File: src/rtl/hist_eq_sequencer_if.sv
// Handshake bundle between the histogram-equalizer phase sequencer and its
// surroundings: host go/abort, the three engine start/done pairs, scratchpad
// ownership and frame status.
// master: the sequencer side. slave: host plus engines.
interface hist_eq_sequencer_if;
   logic        go;
   logic        abort;
   logic        hist_start;
   logic        hist_done;
   logic        cdf_start;
   logic        cdf_done;
   logic        map_start;
   logic        map_done;
   logic [1:0]  m2_grant;
   logic        base_offset;
   logic        busy;
   logic        frame_done;
   logic [15:0] frame_count;
   logic        error;

   modport master (
      input  go, abort, hist_done, cdf_done, map_done,
      output hist_start, cdf_start, map_start, m2_grant,
             base_offset, busy, frame_done, frame_count, error
   );

   modport slave (
      output go, abort, hist_done, cdf_done, map_done,
      input  hist_start, cdf_start, map_start, m2_grant,
             base_offset, busy, frame_done, frame_count, error
   );
endinterface

File: src/rtl/hist_eq_sequencer.sv
// hist_eq_sequencer: runs one frame through histogram count, CDF build and
// pixel remap in order. Owns each engine's start/done handshake, the m2
// scratchpad grant and the per-frame scratchpad bank (base_offset).
// Optional feature macro HEQ_SEQ_TIMEOUT_EN: adds a per-state watchdog and an
// ERROR state that is left only through abort or rst. Without it the
// sequencer waits on done indefinitely and error stays 0.
module hist_eq_sequencer #(
   parameter int TIMEOUT_CYCLES = 4096
) (
   input logic               clock,
   input logic               rst,
   hist_eq_sequencer_if.master bus
);

   typedef enum logic [3:0] {
      IDLE,
      HIST_RUN,
      HIST_REL,
      CDF_RUN,
      CDF_REL,
      MAP_RUN,
      MAP_REL,
      FINISH
`ifdef HEQ_SEQ_TIMEOUT_EN
      , ERROR
`endif
   } state_t;

   state_t state_reg;
   state_t state_next;

   logic        hist_start_reg, hist_start_next;
   logic        cdf_start_reg, cdf_start_next;
   logic        map_start_reg, map_start_next;
   logic [1:0]  grant_reg, grant_next;
   logic        base_reg, base_next;
   logic        busy_reg, busy_next;
   logic        frame_done_reg, frame_done_next;
   logic [15:0] count_reg, count_next;
   logic        error_reg, error_next;

`ifdef HEQ_SEQ_TIMEOUT_EN
   localparam int TIMER_W = $clog2(TIMEOUT_CYCLES) + 1;

   logic [TIMER_W-1:0] timer_reg;
   logic               in_wait;
   logic               timeout_hit;

   assign in_wait = (state_reg == HIST_RUN) || (state_reg == HIST_REL) ||
                    (state_reg == CDF_RUN)  || (state_reg == CDF_REL)  ||
                    (state_reg == MAP_RUN)  || (state_reg == MAP_REL);
   assign timeout_hit = in_wait &&
                        (timer_reg == TIMER_W'(TIMEOUT_CYCLES - 1));

   // Watchdog: restart on every state change, count while waiting on an engine
   always_ff @(posedge clock or posedge rst) begin
      if (rst)
         timer_reg <= '0;
      else if (state_next != state_reg)
         timer_reg <= '0;
      else if (in_wait)
         timer_reg <= timer_reg + 1'b1;
   end
`endif

   // State register
   always_ff @(posedge clock or posedge rst) begin
      if (rst)
         state_reg <= IDLE;
      else
         state_reg <= state_next;
   end

   // Next-state logic: abort overrides everything, only the active engine's done is heard
   always_comb begin
      state_next = state_reg;
      if (bus.abort) begin
         state_next = IDLE;
      end else begin
         case (state_reg)
            IDLE:     if (bus.go)         state_next = HIST_RUN;
            HIST_RUN: if (bus.hist_done)  state_next = HIST_REL;
            HIST_REL: if (!bus.hist_done) state_next = CDF_RUN;
            CDF_RUN:  if (bus.cdf_done)   state_next = CDF_REL;
            CDF_REL:  if (!bus.cdf_done)  state_next = MAP_RUN;
            MAP_RUN:  if (bus.map_done)   state_next = MAP_REL;
            MAP_REL:  if (!bus.map_done)  state_next = FINISH;
            FINISH:                       state_next = IDLE;
`ifdef HEQ_SEQ_TIMEOUT_EN
            ERROR:                        state_next = ERROR;
`endif
            default:                      state_next = IDLE;
         endcase
`ifdef HEQ_SEQ_TIMEOUT_EN
         if (timeout_hit)
            state_next = ERROR;
`endif
      end
   end

   // Output decode: starts/grant/busy/error follow the current state one edge
   // later; frame_done is decoded from the next state so it coincides with FINISH
   always_comb begin
      hist_start_next = 1'b0;
      cdf_start_next  = 1'b0;
      map_start_next  = 1'b0;
      grant_next      = 2'd0;
      busy_next       = (state_reg != IDLE);
      error_next      = 1'b0;
      frame_done_next = (state_next == FINISH);
      base_next       = base_reg;
      count_next      = count_reg;
      case (state_reg)
         HIST_RUN: begin hist_start_next = 1'b1; grant_next = 2'd1; end
         HIST_REL: grant_next = 2'd1;
         CDF_RUN:  begin cdf_start_next = 1'b1; grant_next = 2'd2; end
         CDF_REL:  grant_next = 2'd2;
         MAP_RUN:  begin map_start_next = 1'b1; grant_next = 2'd3; end
         MAP_REL:  grant_next = 2'd3;
         FINISH: begin
            // Leaving FINISH: next frame uses the other bank
            base_next  = ~base_reg;
            count_next = count_reg + 16'd1;
         end
`ifdef HEQ_SEQ_TIMEOUT_EN
         ERROR: error_next = 1'b1;
`endif
         default: ;
      endcase
      if (bus.abort) begin
         hist_start_next = 1'b0;
         cdf_start_next  = 1'b0;
         map_start_next  = 1'b0;
         grant_next      = 2'd0;
         busy_next       = 1'b0;
         error_next      = 1'b0;
         frame_done_next = 1'b0;
         base_next       = base_reg;
         count_next      = count_reg;
      end
   end

   // Output registers
   always_ff @(posedge clock or posedge rst) begin
      if (rst) begin
         hist_start_reg <= 1'b0;
         cdf_start_reg  <= 1'b0;
         map_start_reg  <= 1'b0;
         grant_reg      <= 2'd0;
         base_reg       <= 1'b0;
         busy_reg       <= 1'b0;
         frame_done_reg <= 1'b0;
         count_reg      <= 16'd0;
         error_reg      <= 1'b0;
      end else begin
         hist_start_reg <= hist_start_next;
         cdf_start_reg  <= cdf_start_next;
         map_start_reg  <= map_start_next;
         grant_reg      <= grant_next;
         base_reg       <= base_next;
         busy_reg       <= busy_next;
         frame_done_reg <= frame_done_next;
         count_reg      <= count_next;
         error_reg      <= error_next;
      end
   end

   assign bus.hist_start  = hist_start_reg;
   assign bus.cdf_start   = cdf_start_reg;
   assign bus.map_start   = map_start_reg;
   assign bus.m2_grant    = grant_reg;
   assign bus.base_offset = base_reg;
   assign bus.busy        = busy_reg;
   assign bus.frame_done  = frame_done_reg;
   assign bus.frame_count = count_reg;
   assign bus.error       = error_reg;

endmodule

File: src/flat_wrapper.sv
// flat-port wrapper written by rule: the top's interface ports become plain ports
module hist_eq_sequencer_flat 
#(
   parameter int TIMEOUT_CYCLES = 4096
)
  (clock, rst, bus_go, bus_abort, bus_hist_done, bus_cdf_done, bus_map_done, bus_hist_start, bus_cdf_start, bus_map_start, bus_m2_grant, bus_base_offset, bus_busy, bus_frame_done, bus_frame_count, bus_error);
  hist_eq_sequencer_if bus_i ();
  input logic clock;
  input logic rst;
  input wire logic [$bits(bus_i.go)-1:0] bus_go;
  input wire logic [$bits(bus_i.abort)-1:0] bus_abort;
  input wire logic [$bits(bus_i.hist_done)-1:0] bus_hist_done;
  input wire logic [$bits(bus_i.cdf_done)-1:0] bus_cdf_done;
  input wire logic [$bits(bus_i.map_done)-1:0] bus_map_done;
  output wire logic [$bits(bus_i.hist_start)-1:0] bus_hist_start;
  output wire logic [$bits(bus_i.cdf_start)-1:0] bus_cdf_start;
  output wire logic [$bits(bus_i.map_start)-1:0] bus_map_start;
  output wire logic [$bits(bus_i.m2_grant)-1:0] bus_m2_grant;
  output wire logic [$bits(bus_i.base_offset)-1:0] bus_base_offset;
  output wire logic [$bits(bus_i.busy)-1:0] bus_busy;
  output wire logic [$bits(bus_i.frame_done)-1:0] bus_frame_done;
  output wire logic [$bits(bus_i.frame_count)-1:0] bus_frame_count;
  output wire logic [$bits(bus_i.error)-1:0] bus_error;
  assign bus_i.go = bus_go;
  assign bus_i.abort = bus_abort;
  assign bus_i.hist_done = bus_hist_done;
  assign bus_i.cdf_done = bus_cdf_done;
  assign bus_i.map_done = bus_map_done;
  assign bus_hist_start = bus_i.hist_start;
  assign bus_cdf_start = bus_i.cdf_start;
  assign bus_map_start = bus_i.map_start;
  assign bus_m2_grant = bus_i.m2_grant;
  assign bus_base_offset = bus_i.base_offset;
  assign bus_busy = bus_i.busy;
  assign bus_frame_done = bus_i.frame_done;
  assign bus_frame_count = bus_i.frame_count;
  assign bus_error = bus_i.error;
  hist_eq_sequencer #(.TIMEOUT_CYCLES(TIMEOUT_CYCLES)) u_core (.clock(clock), .rst(rst), .bus(bus_i));
endmodule
File: config.mk
export PLATFORM = sky130hd
export DESIGN_NAME = hist_eq_sequencer_flat
export DESIGN_NICKNAME = d
export VERILOG_FILES = /design/src/rtl/hist_eq_sequencer_if.sv /design/src/rtl/hist_eq_sequencer.sv /design/src/flat_wrapper.sv
export SDC_FILE = /design/constraint.sdc
export NUM_CORES = 1
export LEC_CHECK = 0
export CORE_UTILIZATION = 29
export DETAILED_ROUTE_END_ITERATION = 10
export PLACE_DENSITY = 0.51
export REMOVE_ABC_BUFFERS = 1
export SLEW_MARGIN = 10
export SYNTH_ARGS = -nofsm -noshare
export SYNTH_HDL_FRONTEND = slang
export SYNTH_SLANG_ARGS = --single-unit
File: constraint.sdc
create_clock -name clock -period 2.2 [get_ports clock]
set_clock_uncertainty 0.1 [all_clocks]
set_input_delay 0.33 -clock clock [delete_from_list [all_inputs] [get_ports clock]]
set_output_delay 0.33 -clock clock [all_outputs]
set_load 0.1 [all_outputs]
==> flow_results.xml, run 1 <==
<?xml version="1.0" encoding="UTF-8"?>
<metrics>
  <group name="synthesis">
    <metric name="syn-instance-count" unit="">104</metric>
    <metric name="synthDistinctLibCells" unit="">28</metric>
    <metric name="share_of_flip_flops_with_an_asynchronous_set_or_reset_after_synthesis" unit="">1.000</metric>
    <metric name="synth.avg_cell_area" unit="µm²">11.56</metric>
    <metric name="synth-warning-count" unit="">0</metric>
    <metric name="synth_enable_flop_cells" unit="">0</metric>
    <metric name="synth_ff_type" unit="">dfrtp_1</metric>
    <metric name="synth_seq_cells" unit="">28</metric>
    <metric name="synth.cell_area" unit="mm²">0.001202</metric>
    <metric name="sequential_area_share_after_synthesis" unit="">0.5827</metric>
  </group>
  <group name="power_and_ir_drop">
    <metric name="power_density" unit="mW/mm²">578.8</metric>
    <metric name="leakagePower" unit="µW">0.0007815</metric>
    <metric name="share_seq_of_total_power" unit="">0.574</metric>
    <metric name="ir_worst_vdd" unit="mV">0.2255</metric>
    <metric name="clkPwrFrac" unit="">0.354</metric>
    <metric name="switching_power" unit="µW">211.5</metric>
    <metric name="power.switching_fraction" unit="">0.2325</metric>
    <metric name="internal_power" unit="µW">698.1</metric>
    <metric name="proportion_of_power_drawn_by_combinational_gates" unit="">0.072</metric>
  </group>
  <group name="clock_tree">
    <metric name="cts_repair_resize_count" unit="">0</metric>
    <metric name="postCtsSetupRepairBufs" unit="">0</metric>
    <metric name="clock_network_latency_to_the_later_pin_of_the_worst_skew_pair" unit="ps">270</metric>
    <metric name="maximum_count_of_clock_buffers_along_a_single_path" unit="">2</metric>
    <metric name="cts-buffers-inserted" unit="">3</metric>
    <metric name="cts-hold-fix-buffers" unit="">0</metric>
    <metric name="clockRootBuffer" unit="">clkbuf_8</metric>
    <metric name="tritoncts_num_sinks" unit="">28</metric>
    <metric name="cts_max_level" unit="">1</metric>
    <metric name="path_clk_slew" unit="ps">90</metric>
    <metric name="cts_tree" unit="">yes</metric>
  </group>
  <group name="critical_path">
    <metric name="crit_arrival" unit="ps">1890</metric>
    <metric name="critPathBufInv" unit="">1</metric>
    <metric name="kind_of_cell_adding_the_most_delay_to_the_critical_path" unit="">simple AND/OR/NAND/NOR gates</metric>
    <metric name="crit_path_top_delay_cell" unit="">or3b_4</metric>
    <metric name="timing.critical_path.cells" unit="">clkdlybuf4s50_1 &gt; or3b_4 &gt; nor3_4 &gt; and4_1 &gt; xor2_1</metric>
    <metric name="worst_setup_path_end_kind" unit="">register</metric>
    <metric name="startpoint_type" unit="">primary input</metric>
    <metric name="critPathKind" unit="">in2reg</metric>
    <metric name="critical_path_peak_fanout" unit="">5</metric>
    <metric name="slowest_delay" unit="ps">460</metric>
    <metric name="worst-endpoint-required" unit="ps">2300</metric>
  </group>
  <group name="layout">
    <metric name="antenna_diode_count" unit="">0</metric>
    <metric name="drive_above_1_share" unit="">0.2662</metric>
    <metric name="largest_register_ffs" unit="">16</metric>
    <metric name="final_net_count" unit="">148</metric>
    <metric name="layout-area-overhead-vs-synth" unit="%">30.70</metric>
    <metric name="final_design_area_no_fill" unit="mm²">0.001572</metric>
  </group>
  <group name="placement">
    <metric name="postPlaceCellArea" unit="mm²">0.001516</metric>
    <metric name="gp_congestion" unit="">0.7569</metric>
    <metric name="hpwl" unit="mm">1.696</metric>
    <metric name="placement.io_buffers" unit="">30</metric>
  </group>
  <group name="route">
    <metric name="drt-vias-per-instance" unit="">4.614</metric>
    <metric name="met3_wirelength" unit="µm">125</metric>
    <metric name="detailedRoute.firstIterationViolations" unit="">36</metric>
    <metric name="antenna_violating_nets_left" unit="">0</metric>
    <metric name="firstDrtPassIters" unit="">4</metric>
    <metric name="drcViolationCount" unit="">0</metric>
    <metric name="route.met2.wl" unit="mm">1.121</metric>
    <metric name="routed_wl" unit="mm">2.321</metric>
    <metric name="top_signal_layer_used" unit="">met4</metric>
    <metric name="drt-wirelength-per-cell" unit="µm">12.28</metric>
    <metric name="num_vias" unit="">872</metric>
    <metric name="m1WireLength" unit="mm">1.049</metric>
  </group>
  <group name="sta">
    <metric name="max_freq" unit="MHz">560.4</metric>
    <metric name="hold_viol_final" unit="">0</metric>
    <metric name="timing.final.setup_violations" unit="">0</metric>
    <metric name="max_slew_violations" unit="">0</metric>
    <metric name="final.period_utilization" unit="">0.8111</metric>
    <metric name="finalWorstPathRequiredPeriod" unit="ps">1784</metric>
    <metric name="grt_setup_unrepaired" unit="">false</metric>
    <metric name="aggregate_negative_setup_slack" unit="ps">0</metric>
  </group>
  <group name="grt">
    <metric name="total_congestion_overflow_after_global_routing" unit="">0</metric>
    <metric name="via_count_of_the_first_global_routing_pass" unit="">830</metric>
    <metric name="grt_usage" unit="">0.1200</metric>
    <metric name="grt_start_max_net_pins" unit="">29</metric>
    <metric name="initial_antenna_violation_count" unit="">0</metric>
    <metric name="grt_pass1_wl" unit="mm">3.939</metric>
  </group>
  <group name="die">
    <metric name="boundaryPins" unit="">32</metric>
    <metric name="fp.dieW" unit="µm">66.39</metric>
    <metric name="dieArea" unit="mm²">0.004408</metric>
    <metric name="effective_utilization_at_floorplan" unit="">0.3006</metric>
    <metric name="chipHeight" unit="µm">66.39</metric>
    <metric name="core_region_area" unit="mm²">0.004000</metric>
    <metric name="rows" unit="">23</metric>
  </group>
  <group name="run_status">
    <metric name="status" unit="">finished clean</metric>
  </group>
  <group name="run">
    <metric name="cap_viol_max_count" unit="">0</metric>
  </group>
  <group name="hold_path">
    <metric name="min-delay-path-class" unit="">in2async</metric>
  </group>
</metrics>
-- cell type report --
class	instances	area (µm²)
timing repair buffer	33	262.8
clock buffer	4	55.05
fill	407	2429
inverter	2	7.507
multi-input combinational	72	483.0
tap	50	62.56
sequential	28	700.7
-- layout by cell type (no fill, tap or decap), drive strengths merged --
cell type and count:
dfrtp 28, buf 27, xnor2 12, nor2 10
nand2 7, clkdlybuf4s50 6, nand4 5, nand3 5
xor2 5, a21oi 5, nor3 5, clkbuf 4
and4 2, and3 2, inv 2, nand2b 2
mux2i 2, conb 2, or3b 1, mux2 1
or3 1, or2 1, o21ai 1, a211oi 1
o31a 1, ha 1
-- power by group through the flow --
stage / combinational (µW) / clock, µW / sequential, µW
after global placement: 66.3 / 0 / 532
after CTS: 66.7 / 332 / 522
after global routing: 71.2 / 359 / 523
after detailed placement: 66.4 / 0 / 532
after floorplan: 26.1 / 0 / 549
final: 65.5 / 322 / 522
-- cells in the mapped netlist, types with 2 or more instances --
library cell,n,share of area
a21oi_1,5,0.021
and3_1,2,0.010
and4_1,2,0.015
dfrtp_1,28,0.58
inv_1,2,0.0062
mux2i_1,2,0.017
nand2_1,7,0.022
nand2b_1,2,0.010
nand3_1,5,0.021
nand4_1,5,0.026
nor2_1,9,0.028
nor3_1,3,0.012
nor3_4,2,0.027
xnor2_1,12,0.087
xor2_1,5,0.036
-- worst paths after layout --
check	startpoint	to	slack (ps)	depth (start not counted)
setup / recovery	bus_abort	u_core.bus.frame_count[8]$_DFFE_PP0P_	420	5
hold / removal	rst	u_core.bus.frame_count[13]$_DFFE_PP0P_	310	3
setup reg to reg	u_core.state_reg[3]$_DFF_PP0_	u_core.bus.frame_count[8]$_DFFE_PP0P_	520	4
hold reg to reg	u_core.bus.base_offset$_DFFE_PP0P_	u_core.bus.base_offset$_DFFE_PP0P_	370	1
max in group asynchronous	rst	u_core.bus.frame_count[4]$_DFFE_PP0P_	1420	3
min in group clock	u_core.bus.base_offset$_DFFE_PP0P_	u_core.bus.base_offset$_DFFE_PP0P_	370	1
-- tightest hold or removal path: stages --
cell and delay (ps):
clkdlybuf4s50_1 400, inv_1 50, buf_4 320
-- layer usage --
layer  GRT usage  vias up
met5           0        -
met4     0.03191        0
met2      0.1952       28
met3     0.02586        3
met1      0.1604      419
li1            -      422
-- kinds of logic (layout without fill, tap and decap cells) --
| logic type | count (synthesis) | after routing | synth area share |
|---|---|---|---|
| AND/OR/NAND/NOR | 41 | 41 | 0.1967 |
| flip-flops | 28 | 28 | 0.5827 |
| XOR/XNOR | 17 | 17 | 0.1238 |
| AO/OA/AOI/OAI | 8 | 8 | 0.03850 |
| buffers and inverters | 5 | 39 | 0.01873 |
| multiplexers | 3 | 3 | 0.02601 |
| adder cells (fa/ha/maj) | 1 | 1 | 0.01040 |
| other | 1 | 2 | 0.003119 |
-- metrics by stage --
stage,hold slack (ps),worst slack [ps],power [µW],instances,util
floorplan,293.1,-74.89,574.6,102,-
finish,313.7,415.7,909.6,189,0.3929
detailed placement,357.7,118.1,598.4,185,0.3791
global route,342.2,362.2,952.7,189,0.3929
global placement,360.6,142.5,598.3,185,0.3791
CTS,335.4,402.6,920.7,189,0.3929
Note: power is estimated with default switching activity, not from simulation.
==> run 2: changes to the inputs <==
Clock period 2.2 ns to 1.72 ns, I/O delays scaled along.
==> flow_results.xml, run 2 (synthesized netlist as in run 1, its figures left out) <==
<?xml version="1.0" encoding="UTF-8"?>
<metrics>
  <group name="layout">
    <metric name="most-common-layout-cells" unit="">dfrtp_1 (28), buf_12 (24), xnor2_1 (12)</metric>
    <metric name="layout-area-overhead-vs-synth" unit="%">59.00</metric>
    <metric name="final_design_area_no_fill" unit="mm²">0.001912</metric>
    <metric name="largest_register_ffs" unit="">16</metric>
    <metric name="most_common_cell_after_layout_fill_and_taps_aside" unit="">dfrtp_1</metric>
    <metric name="antenna_diode_count" unit="">0</metric>
    <metric name="drive_above_1_share" unit="">0.2917</metric>
    <metric name="final_net_count" unit="">153</metric>
  </group>
  <group name="die">
    <metric name="rows" unit="">23</metric>
    <metric name="core_region_area" unit="mm²">0.004000</metric>
    <metric name="boundaryPins" unit="">32</metric>
    <metric name="chipHeight" unit="µm">66.39</metric>
    <metric name="dieArea" unit="mm²">0.004408</metric>
    <metric name="effective_utilization_at_floorplan" unit="">0.3006</metric>
    <metric name="fp.dieW" unit="µm">66.39</metric>
  </group>
  <group name="placement">
    <metric name="hpwl" unit="mm">1.784</metric>
    <metric name="postPlaceCellArea" unit="mm²">0.001854</metric>
    <metric name="gp_congestion" unit="">0.8454</metric>
    <metric name="placement.io_buffers" unit="">30</metric>
  </group>
  <group name="critical_path">
    <metric name="worstRegToRegCells" unit="">4</metric>
    <metric name="worst_setup_path_startpoint" unit="">u_core.state_reg[3]$_DFF_PP0_</metric>
    <metric name="crit_arrival" unit="ps">1740</metric>
    <metric name="critPathKind" unit="">reg2reg</metric>
    <metric name="worst_setup_path_end_kind" unit="">register</metric>
    <metric name="startpoint_type" unit="">register</metric>
    <metric name="crit-reg2reg-capture" unit="">u_core.bus.frame_count[8]$_DFFE_PP0P_</metric>
    <metric name="critical_path_peak_fanout" unit="">5</metric>
    <metric name="worst_setup_path_endpoint" unit="">u_core.bus.frame_count[8]$_DFFE_PP0P_</metric>
    <metric name="timing.critical_path.cells" unit="">or3b_4 &gt; nor3_4 &gt; and4_1 &gt; xor2_1</metric>
    <metric name="worst-endpoint-required" unit="ps">1820</metric>
    <metric name="slowest_delay" unit="ps">430</metric>
    <metric name="regToRegStartpoint" unit="">u_core.state_reg[3]$_DFF_PP0_</metric>
    <metric name="crit_path_top_delay_cell" unit="">or3b_4</metric>
    <metric name="r2r_setup_slack" unit="ps">80</metric>
  </group>
  <group name="route">
    <metric name="routed_wl" unit="mm">2.245</metric>
    <metric name="antenna_violating_nets_left" unit="">0</metric>
    <metric name="detailedRoute.firstIterationViolations" unit="">12</metric>
    <metric name="drt-wirelength-per-cell" unit="µm">11.57</metric>
    <metric name="firstDrtPassIters" unit="">4</metric>
    <metric name="num_vias" unit="">890</metric>
    <metric name="drt-vias-per-instance" unit="">4.588</metric>
    <metric name="drcViolationCount" unit="">0</metric>
  </group>
  <group name="power_and_ir_drop">
    <metric name="power_density" unit="mW/mm²">605.8</metric>
    <metric name="ir_worst_vdd" unit="mV">0.3431</metric>
    <metric name="leakagePower" unit="µW">0.0008821</metric>
  </group>
  <group name="sta">
    <metric name="grt_setup_unrepaired" unit="">false</metric>
    <metric name="final.period_utilization" unit="">0.9542</metric>
    <metric name="hold_viol_final" unit="">0</metric>
    <metric name="max_slew_violations" unit="">0</metric>
    <metric name="fin_hold_ws" unit="ps">106.9</metric>
    <metric name="finalWorstPathRequiredPeriod" unit="ps">1641</metric>
    <metric name="timing.final.setup_violations" unit="">0</metric>
    <metric name="max_freq" unit="MHz">609.3</metric>
  </group>
  <group name="grt">
    <metric name="grt_pass1_wl" unit="mm">3.857</metric>
    <metric name="total_congestion_overflow_after_global_routing" unit="">0</metric>
    <metric name="initial_antenna_violation_count" unit="">0</metric>
    <metric name="grt_usage" unit="">0.1156</metric>
    <metric name="via_count_of_the_first_global_routing_pass" unit="">864</metric>
    <metric name="grt_start_max_net_pins" unit="">29</metric>
  </group>
  <group name="clock_tree">
    <metric name="clock_network_latency_to_the_later_pin_of_the_worst_skew_pair" unit="ps">270</metric>
    <metric name="postCtsSetupRepairBufs" unit="">0</metric>
    <metric name="cts-buffers-inserted" unit="">3</metric>
    <metric name="path_clk_slew" unit="ps">90</metric>
    <metric name="tritoncts_num_sinks" unit="">28</metric>
    <metric name="cts-hold-fix-buffers" unit="">0</metric>
    <metric name="maximum_count_of_clock_buffers_along_a_single_path" unit="">2</metric>
    <metric name="cts_max_level" unit="">1</metric>
    <metric name="clockRootBuffer" unit="">clkbuf_8</metric>
    <metric name="cts_tree" unit="">yes</metric>
  </group>
  <group name="run">
    <metric name="cap_viol_max_count" unit="">0</metric>
  </group>
  <group name="hold_path">
    <metric name="min-delay-path-class" unit="">in2reg</metric>
  </group>
  <group name="run_status">
    <metric name="status" unit="">finished clean</metric>
  </group>
</metrics>
-- run 2: cell count changes in the layout (fill, tap and decap cells not counted), sizes merged --
cell | before | now
buf | 27 | 32
dlymetal6s2s | 0 | 1
clkdlybuf4s50 | 6 | 5
-- run 2: routing by layer --
| layer | up-vias | share of wire | track usage |
|---|---|---|---|
| met2 | 25 | 0.49 | 0.1926 |
| met5 | - | 0 | 0 |
| met3 | 2 | 0.045 | 0.02759 |
| li1 | 432 | - | - |
| met4 | 0 | 0.0058 | 0.03191 |
| met1 | 431 | 0.45 | 0.1488 |
-- run 2: timing repair --
item / in CTS / in global routing
pin swaps: 1 / 0
resized for setup: 0 / 1
gates cloned: 0 / 0
hold endpoints to repair: 0 / 0
setup endpoints to repair: 2 / 2
-- run 2: worst min-delay path by stage --
stage,startpoint,to,depth (start not counted)
after floorplan,rst,u_core.bus.base_offset$_DFFE_PP0P_,1
after global routing,bus_abort,u_core.bus.busy$_DFF_PP0_,2
final,bus_abort,u_core.bus.busy$_DFF_PP0_,2
after global placement,u_core.bus.frame_count[0]$_DFFE_PP0P_,u_core.bus.frame_count[0]$_DFFE_PP0P_,1
after CTS,rst,u_core.bus.frame_count[13]$_DFFE_PP0P_,3
after detailed placement,u_core.bus.frame_count[0]$_DFFE_PP0P_,u_core.bus.frame_count[0]$_DFFE_PP0P_,1
-- run 2: critical path, delay by kind of cell, from the launching register on --
| family | cells | cell delay, ps |
|---|---|---|
| xor gates and xnor gates | 1 | 140 |
| DFF | 1 | 400 |
| and+or+nand+nor | 3 | 920 |
-- run 2: through the flow --
step	util	setup TNS, ps	worst slack, ps	cells	total power, µW
2_1_floorplan	-	-5458	-554.9	102	735.0
3_3_place_gp	0.4636	-3217	-254.1	190	775.3
3_5_place_dp	0.4636	-3593	-318.6	190	775.2
4_1_cts	0.4773	0	11.78	194	1172
5_1_grt	0.4779	0	9.929	194	1204
6_report	0.4779	0	78.86	194	1158
-- run 2: where the power goes --
group	leakage (µW)	switching, µW	internal, µW
registers	0.000387	5.95	663
logic	0.000467	59.7	31.8
clock network	0.0000288	193	204
-- run 2: final cells by class --
| class | instances | area [µm²] |
|---|---|---|
| Fill cell | 349 | 2088 |
| Sequential cell | 28 | 700.7 |
| Timing Repair Buffer | 38 | 603.1 |
| Multi-Input combinational cell | 72 | 483.0 |
| Tap cell | 50 | 62.56 |
| Clock buffer | 4 | 55.05 |
| Inverter | 2 | 7.507 |
==> run 3: changes to the inputs <==
Settings changed: REMOVE_ABC_BUFFERS 1 to not set.
==> flow_results.xml, run 3 (synthesized netlist as in run 1, its figures left out) <==
<?xml version="1.0" encoding="UTF-8"?>
<metrics>
  <group name="placement">
    <metric name="hpwl" unit="mm">1.732</metric>
    <metric name="numPlacedInstances" unit="">189</metric>
    <metric name="placement.io_buffers" unit="">30</metric>
    <metric name="gp_congestion" unit="">0.7955</metric>
    <metric name="dpl_worst_slack" unit="ps">-277.2</metric>
  </group>
  <group name="sta">
    <metric name="grt_setup_unrepaired" unit="">false</metric>
    <metric name="max_freq" unit="MHz">601.6</metric>
    <metric name="hold_viol_final" unit="">0</metric>
    <metric name="timing.final.setup_violations" unit="">0</metric>
    <metric name="max_slew_violations" unit="">0</metric>
    <metric name="finalWorstPathRequiredPeriod" unit="ps">1662</metric>
    <metric name="final.period_utilization" unit="">0.9665</metric>
    <metric name="layout_setup_ws" unit="ps">57.69</metric>
  </group>
  <group name="clock_tree">
    <metric name="maximum_count_of_clock_buffers_along_a_single_path" unit="">2</metric>
    <metric name="tritoncts_num_sinks" unit="">28</metric>
    <metric name="cts-hold-fix-buffers" unit="">0</metric>
    <metric name="clock_network_latency_to_the_later_pin_of_the_worst_skew_pair" unit="ps">270</metric>
    <metric name="cts_max_level" unit="">1</metric>
    <metric name="path_clk_slew" unit="ps">100</metric>
    <metric name="cts_tree" unit="">yes</metric>
    <metric name="cts-buffers-inserted" unit="">3</metric>
    <metric name="clockRootBuffer" unit="">clkbuf_8</metric>
  </group>
  <group name="die">
    <metric name="core_region_area" unit="mm²">0.004000</metric>
    <metric name="boundaryPins" unit="">32</metric>
    <metric name="dieArea" unit="mm²">0.004408</metric>
    <metric name="chipHeight" unit="µm">66.39</metric>
    <metric name="effective_utilization_at_floorplan" unit="">0.3006</metric>
    <metric name="fp.dieW" unit="µm">66.39</metric>
    <metric name="rows" unit="">23</metric>
  </group>
  <group name="route">
    <metric name="drt-wirelength-per-cell" unit="µm">11.75</metric>
    <metric name="routed_wl" unit="mm">2.267</metric>
    <metric name="num_vias" unit="">883</metric>
    <metric name="drcViolationCount" unit="">0</metric>
    <metric name="drt-vias-per-instance" unit="">4.575</metric>
    <metric name="firstDrtPassIters" unit="">4</metric>
    <metric name="antenna_violating_nets_left" unit="">0</metric>
    <metric name="detailedRoute.firstIterationViolations" unit="">13</metric>
  </group>
  <group name="critical_path">
    <metric name="worst-endpoint-required" unit="ps">1780</metric>
    <metric name="crit_path_top_delay_cell" unit="">or3b_4</metric>
    <metric name="kind_of_cell_adding_the_most_delay_to_the_critical_path" unit="">simple AND/OR/NAND/NOR gates</metric>
    <metric name="startpoint_type" unit="">register</metric>
    <metric name="timing.critical_path.cells" unit="">or3b_4 &gt; nor2_2 &gt; mux2_2</metric>
    <metric name="crit_arrival" unit="ps">1720</metric>
    <metric name="critPathBufInv" unit="">0</metric>
    <metric name="worst_setup_path_end_kind" unit="">register</metric>
    <metric name="critPathKind" unit="">reg2reg</metric>
    <metric name="slowest_delay" unit="ps">430</metric>
    <metric name="critical_path_peak_fanout" unit="">6</metric>
  </group>
  <group name="grt">
    <metric name="grt_pass1_wl" unit="mm">3.870</metric>
    <metric name="initial_antenna_violation_count" unit="">0</metric>
    <metric name="via_count_of_the_first_global_routing_pass" unit="">810</metric>
    <metric name="total_congestion_overflow_after_global_routing" unit="">0</metric>
    <metric name="grt_start_max_net_pins" unit="">29</metric>
    <metric name="grt_usage" unit="">0.1153</metric>
  </group>
  <group name="run_status">
    <metric name="status" unit="">finished clean</metric>
  </group>
  <group name="run">
    <metric name="cap_viol_max_count" unit="">0</metric>
  </group>
  <group name="layout">
    <metric name="most_common_cell_after_layout_fill_and_taps_aside" unit="">buf_12</metric>
    <metric name="largest_register_ffs" unit="">16</metric>
    <metric name="instances_no_fill" unit="">193</metric>
    <metric name="antenna_diode_count" unit="">0</metric>
    <metric name="layout-area-overhead-vs-synth" unit="%">62.96</metric>
    <metric name="final_net_count" unit="">152</metric>
    <metric name="drive_above_1_share" unit="">0.3776</metric>
    <metric name="most-common-layout-cells" unit="">buf_12 (24), dfrtp_1 (15), xnor2_1 (12)</metric>
  </group>
  <group name="power_and_ir_drop">
    <metric name="power_density" unit="mW/mm²">646.1</metric>
    <metric name="totalPowerFinal" unit="µW">1266</metric>
    <metric name="leakagePower" unit="µW">0.0008575</metric>
    <metric name="ir_worst_vdd" unit="mV">0.3277</metric>
  </group>
  <group name="hold_path">
    <metric name="min-delay-path-class" unit="">in2reg</metric>
  </group>
</metrics>
## run 3: changes by cell type in the layout (fill, tap and decap cells not counted), sizes merged
cell    change
bufinv      +1
clkbuf      -1
buf         -1
## run 3: layout make-up
class / count / area [µm²]
inverters: 2 / 7.507
fillers: 348 / 2041
well taps: 50 / 62.56
multi-input cells: 72 / 483.0
clock inverters: 1 / 30.03
clock buffers: 3 / 41.29
flip-flops and latches: 28 / 739.5
repair buffers: 37 / 595.6
## run 3: power by group
part           total [µW]  switching (µW)  internal (µW)  leakage [µW]
logic                90.6            58.9           31.7      0.000460
registers             669            6.12            663      0.000362
clock network         506             195            311     0.0000357
total                1270             260           1010      0.000858
## run 3: per-layer routing
layer,track usage,share of wire,vias up
met2,0.1735,0.48,20
li1,-,-,430
met5,0,0,-
met4,0.04255,0.0062,0
met3,0.01552,0.040,2
met1,0.1676,0.48,431
## run 3: final timing paths
| path | from | end | slack (ps) | cells past startpoint |
|---|---|---|---|---|
| worst max register to register | u_core.state_reg[3]$_DFF_PP0_ | u_core.bus.frame_count[1]$_DFFE_PP0P_ | 60 | 3 |
| max in group asynchronous | rst | u_core.bus.frame_count[2]$_DFFE_PP0P_ | 980 | 3 |
| worst max-delay path | u_core.state_reg[3]$_DFF_PP0_ | u_core.bus.frame_count[1]$_DFFE_PP0P_ | 60 | 3 |
| worst min-delay path | bus_abort | u_core.bus.busy$_DFF_PP0_ | 100 | 2 |
| min in group asynchronous | rst | u_core.bus.frame_count[12]$_DFFE_PP0P_ | 250 | 3 |
| worst min register to register | u_core.bus.frame_count[11]$_DFFE_PP0P_ | u_core.bus.frame_count[11]$_DFFE_PP0P_ | 420 | 1 |
## run 3: per-stage QoR
| step | hold slack [ps] | cell area, µm² | TNS [ps] | utilization |
|---|---|---|---|---|
| finish | 102.8 | 1959 | 0 | 0.4898 |
| global route | 102.7 | 1959 | 0 | 0.4898 |
| CTS | 262.1 | 1957 | 0 | 0.4892 |
| detailed placement | 405.4 | 1886 | -3607 | 0.4714 |
| global placement | 402.7 | 1886 | -3370 | 0.4714 |
| floorplan | 221.1 | 1245 | 0 | - |
## run 3: repair_timing
item                                    in CTS  in global routing
endpoints found under the setup margin       1                  6
pin swaps                                    1                  1
gates resized for setup                      0                  1
buffers inserted                             0                  0
cloned                                       0                  0
## run 3: worst register-to-register path, delay by kind of cell, from the launching register on
kind / cells / cell delay (ps)
muxes: 1 / 370
DFF: 1 / 410
and+or+nand+nor: 2 / 670
